===== config.mk =====
export PLATFORM = sky130hd
export DESIGN_NAME = hd44780_ddram
export DESIGN_NICKNAME = d
export VERILOG_FILES = /design/src/rtl/hd44780_lcd_model_pkg.sv /design/src/rtl/hd44780_ddram.sv
export SDC_FILE = /design/constraint.sdc
export NUM_CORES = 1
export LEC_CHECK = 0
export ABC_AREA = 1
export ABC_CLOCK_PERIOD_IN_PS = 1500
export CAP_MARGIN = 20
export CORE_MARGIN = 2
export CORE_UTILIZATION = 49
export CTS_CLUSTER_SIZE = 40
export DETAILED_ROUTE_END_ITERATION = 8
export DONT_BUFFER_PORTS = 1
export RECOVER_POWER = 100
export SLEW_MARGIN = 20
export SYNTH_ARGS = -nofsm -noshare
export SYNTH_HDL_FRONTEND = slang
export SYNTH_SLANG_ARGS = --single-unit

===== constraint.sdc =====
create_clock -name clk -period 1.5 [get_ports clk]
set_clock_uncertainty 0.05 [all_clocks]
set_input_delay 0.15 -clock clk [delete_from_list [all_inputs] [get_ports clk]]
set_output_delay 0.15 -clock clk [all_outputs]
set_load 0.1 [all_outputs]

===== src/rtl/hd44780_lcd_model_pkg.sv =====
// Shared definitions for the HD44780 display-side model: bus widths,
// instruction opcodes, DDRAM line addresses, FSM state and the ac step helper.
package hd44780_lcd_model_pkg;

  localparam int unsigned BUS_WIDTH = 4;
  localparam int unsigned ADDR_W    = 7;
  localparam int unsigned DATA_W    = 8;
  localparam int unsigned DEPTH     = 128;

  // Nibbles recognised while the panel is still in 8-bit boot mode
  localparam logic [BUS_WIDTH-1:0] NIB_BOOT8 = 4'h3;
  localparam logic [BUS_WIDTH-1:0] NIB_4BIT  = 4'h2;

  localparam logic [DATA_W-1:0] CMD_CLEAR = 8'h01;

  // Instruction bit positions
  localparam int unsigned BIT_DL = 4;
  localparam int unsigned BIT_N  = 3;
  localparam int unsigned BIT_SC = 3;
  localparam int unsigned BIT_RL = 2;
  localparam int unsigned BIT_D  = 2;
  localparam int unsigned BIT_C  = 1;
  localparam int unsigned BIT_B  = 0;
  localparam int unsigned BIT_ID = 1;

  // DDRAM line boundaries
  localparam logic [ADDR_W-1:0] LINE0_START  = 7'h00;
  localparam logic [ADDR_W-1:0] LINE1_START  = 7'h40;
  localparam logic [ADDR_W-1:0] LINE0_END_2L = 7'h27;
  localparam logic [ADDR_W-1:0] LINE1_END_2L = 7'h67;
  localparam logic [ADDR_W-1:0] LINE_END_1L  = 7'h4F;

  typedef enum logic [1:0] {
    ST_BOOT8 = 2'd0,
    ST_HI    = 2'd1,
    ST_LO    = 2'd2,
    ST_CLEAR = 2'd3
  } state_t;

  typedef struct packed {
    logic              rs;
    logic [DATA_W-1:0] data;
  } lcd_cmd_t;

  // Step the address counter, jumping across the gaps between display lines
  function automatic logic [ADDR_W-1:0] ac_step(input logic [ADDR_W-1:0] ac,
                                                input logic inc,
                                                input logic two_line);
    logic [ADDR_W-1:0] nxt;
    nxt = inc ? ac + ADDR_W'(1) : ac - ADDR_W'(1);
    if (two_line) begin
      if (inc && ac == LINE0_END_2L)       nxt = LINE1_START;
      else if (inc && ac == LINE1_END_2L)  nxt = LINE0_START;
      else if (!inc && ac == LINE1_START)  nxt = LINE0_END_2L;
      else if (!inc && ac == LINE0_START)  nxt = LINE1_END_2L;
    end else begin
      if (inc && ac == LINE_END_1L)        nxt = LINE0_START;
      else if (!inc && ac == LINE0_START)  nxt = LINE_END_1L;
    end
    return nxt;
  endfunction

endpackage


===== src/rtl/hd44780_ddram.sv =====
// 128x8 DDRAM image: one write port, one registered read port (read-before-write).
// Ports: clk, rst (async active low, clears only the read register),
//        we/waddr/wdata write port, raddr/rdata read port.
module hd44780_ddram
  import hd44780_lcd_model_pkg::*;
(
  input  logic              clk,
  input  logic              rst,
  input  logic              we,
  input  logic [ADDR_W-1:0] waddr,
  input  logic [DATA_W-1:0] wdata,
  input  logic [ADDR_W-1:0] raddr,
  output logic [DATA_W-1:0] rdata
);

  logic [DATA_W-1:0] mem [DEPTH];

  // Array content is deliberately not reset
  always_ff @(posedge clk) begin
    if (we) mem[waddr] <= wdata;
  end

  // Read register sees the pre-write contents on a same-address write
  always_ff @(posedge clk or negedge rst) begin
    if (!rst) rdata <= '0;
    else      rdata <= mem[raddr];
  end

endmodule


==> flow_summary_export.csv <==
group,metric,value,unit
detailed_routing,routedWlPerCell,22.87,um
yosys,synthTopCellsByCount,"1215 x nand2_1, 1024 x edfxtp_1, 931 x nand3_1",
sta,fmax,0.5493,GHz
clock_network,clockRootBuffer,"clkbuf_16",
setup_path,reg2reg_slack,-60,ps
placement,placed_cell_area,0.04484,mm2
clock_network,cts_buffers,108,
pwr,p_per_area,1247,mW/mm2
floorplanning,die_area,0.08877,mm2
yosys,yosys.area.top_type_share,0.7263,
yosys,synth_area_leaders,"edfxtp_1 73%, nand3_1 11%, nand2_1 11%, buf_6 1.6%, buf_2 1.2%",
global_routing,grt_usage,0.2535,
setup_path,rr_worst_depth,10,
global_routing,grt_pass1_vias,27643,
clock_network,cts_tree,"built",
pwr,ir_drop,0.001074,V
setup_path,path_buf_inv,3,
floorplanning,num_io_pins,33,
worst_hold_path,hold_path.class,"input port to flip-flop",
floorplanning,rows,107,
yosys,yosysSeqAreaShare,0.7311,
pwr,leakagePower,17.64,nW
clock_network,clk_latency,680,ps
global_routing,antenna_found_initial,3,
yosys,syn_area_per_cell,11.84,um2
clock_network,cts_num_sinks,1032,
yosys,syn_area,0.04234,mm2
setup_path,crit_path_end,"rdata[7]",
sta,final-setup-viol-count,87,
final_layout,layout.cells.non_filler,4954,
setup_path,crit_chain,"inv_8 -> buf_12 -> buf_12 -> nand3_1 -> nand3_1 -> nand3_1 -> nand2_1 -> nand2_1 -> nand3_2 -> nand2_2 -> nand2_1 -> nand2_1",
sta,drv_slew,75,
pwr,p_total,61.10,mW
detailed_routing,drt_iter0_drc,3329,
detailed_routing,drtAntennaViolNets,0,
job,drv.max_cap_violation_count,0,
status,violations,"negative hold slack, max-slew violations, negative setup slack",
clock_network,htree_levels,3,
detailed_routing,via_count,27994,
setup_path,crit_cells,12,
setup_path,slowest_stage,"inv_8",
status,outcome,"finished, violations left",
setup_path,critPathLaunchType,"input port",
yosys,synth_top_cell_by_area,"edfxtp_1",
setup_path,cp_top_family,"buffers and inverters",
yosys,synth_enable_flop_cells,1024,
yosys,synthFlopType,"edfxtp_1",
final_layout,final_net_count,3742,
floorplanning,fp.dieW,297.9,um
setup_path,end_kind,"flip-flop",
global_routing,overflow,0,
placement,portBuffers,0,
yosys,syn_nets,3601,
placement,finalWeightedCongestion,0.8535,
yosys,synth_seq_cells,1032,
setup_path,r2r_end,"rdata[5]",
setup_path,cp_common_cell,"nand2_1",
setup_path,path_class,"input port to flip-flop",
yosys,async_flop_share,0.007752,
sta,rsz0062_at_grt,"yes",
setup_path,arrival,2340,ps
clock_network,clockBufferDepth,3,
detailed_routing,totalWireLength,113300,um
detailed_routing,drt_pre_antenna_iters,7,
yosys,yosys_warnings,0,
sta,post-route-min-period,1820,ps
yosys,ys_types,14,
sta,tightest_slew,1585,ps
yosys,yosysMostFrequentCell,"nand2_1",
sta,worst_slack,-320.4,ps
sta,post-route-period-util,1.214,
clock_network,clk_pin_slew_worst_paths,60,ps
sta,hold_ws,-480.7,ps
setup_path,cpPeakStageDelay,470,ps
setup_path,r2r_start,"mem[67][5]",
floorplanning,start_util,0.4956,
final_layout,design_area,0.04899,mm2
setup_path,startpoint,"raddr[1]",
final_layout,syn2layout_area_growth,15.72,%
setup_path,required,2020,ps
detailed_routing,viasPerCell,5.651,
global_routing,grt_max_degree,514,
yosys,synthCells,3576,
floorplanning,core-area,0.08541,mm2
floorplanning,die_h,297.9,um
sta,setup_tns,-4017,ps
setup_path,crit_fanout,257,
placement,hpwl,60360,um
sta,slew_headroom,-0.05659,
sta,hold_viol,1025,
global_routing,grt_pass1_wl,170000,um
placement,dp.cells,4735,
detailed_routing,drcViolationCount,0,
final_layout,drive_gt1_frac,0.1626,
## area by class of cell
class                           count  area, um2
Fill cell                        7166      36420
Clock buffer                      134       2810
Timing Repair Buffer              262       2281
Antenna cell                        2      5.005
Tap cell                         1144       1431
Inverter                           25      130.1
Sequential cell                  1032      30960
Multi-Input combinational cell   2288      10760
Clock inverter                     67      616.8
## report_power, final
part	switching (mW)	total [mW]	internal (mW)
sequential	0.0900	31.9	31.8
combinational	2.22	3.39	1.17
clock	10.9	25.8	14.9
## state kept, by name, summed over array words and instances, names as in the netlist
register,cells
mem,1024
rdata,8
## per-stage QoR
step	worst slack, ps	util
floorplan	-114.9	-
global placement	-391.2	0.5250
detailed placement	-436.3	0.5250
CTS	-97.10	0.5694
global route	-101.9	0.5736
finish	-320.4	0.5736
## layer usage
metal / up-vias / global-route usage / wire (um)
met4: 0 / 0.08279 / 3459
li1: 12902 / - / -
met1: 13717 / 0.3565 / 47410
met2: 1186 / 0.3981 / 52770
met5: - / 0 / 0
met3: 189 / 0.05112 / 9668
## cell usage in the layout, fill, tap and decap left out, drive strengths merged
cell type and instances:
clkinv 46, nor2 132, dfrtp 8, bufbuf 5, clkbuf 236, clkinvlp 7
buf 140, nand2 1215, bufinv 9, dlygate4sd3 14, inv 30, diode 2
edfxtp 1024, clkdlybuf4s15 1, nand3 931, nor3 10
## cell families (layout without fill, tap and decap cells)
logic type	count (synthesis)	after routing	share of synthesized area
other	0	2	0
DFF	1032	1032	0.7311
buffers and inverters	256	488	0.03827
and+or+nand+nor	2288	2288	0.2307
## how the worst min path moves through the flow
stage,start,to,slack [ps],depth (start not counted)
6_report,wdata[1],mem[113][1],-480,0
5_1_grt,wdata[2],mem[121][2],-520,0
4_1_cts,wdata[2],mem[122][2],-510,0
3_5_place_dp,rst,rdata[4],-190,0
3_3_place_gp,rst,rdata[4],-190,0
2_1_floorplan,rst,rdata[0],-200,0
## worst reg2reg max path: cells and delay by family (launching register included)
family           cells  cell delay, ps
DFF                  1             360
and+or+nand+nor     10            1020
## what timing repair did
| item | 4_1_cts | 5_1_grt |
|---|---|---|
| hold buffers | 15 | 1 |
| pin swaps | 2 | 49 |
| buffers inserted | 0 | 0 |
| resized for setup | 56 | 198 |
| hold endpoints to repair | 1107 | 1028 |
| endpoints found under the setup margin | 15 | 127 |
(Power assumes the default switching activity.)
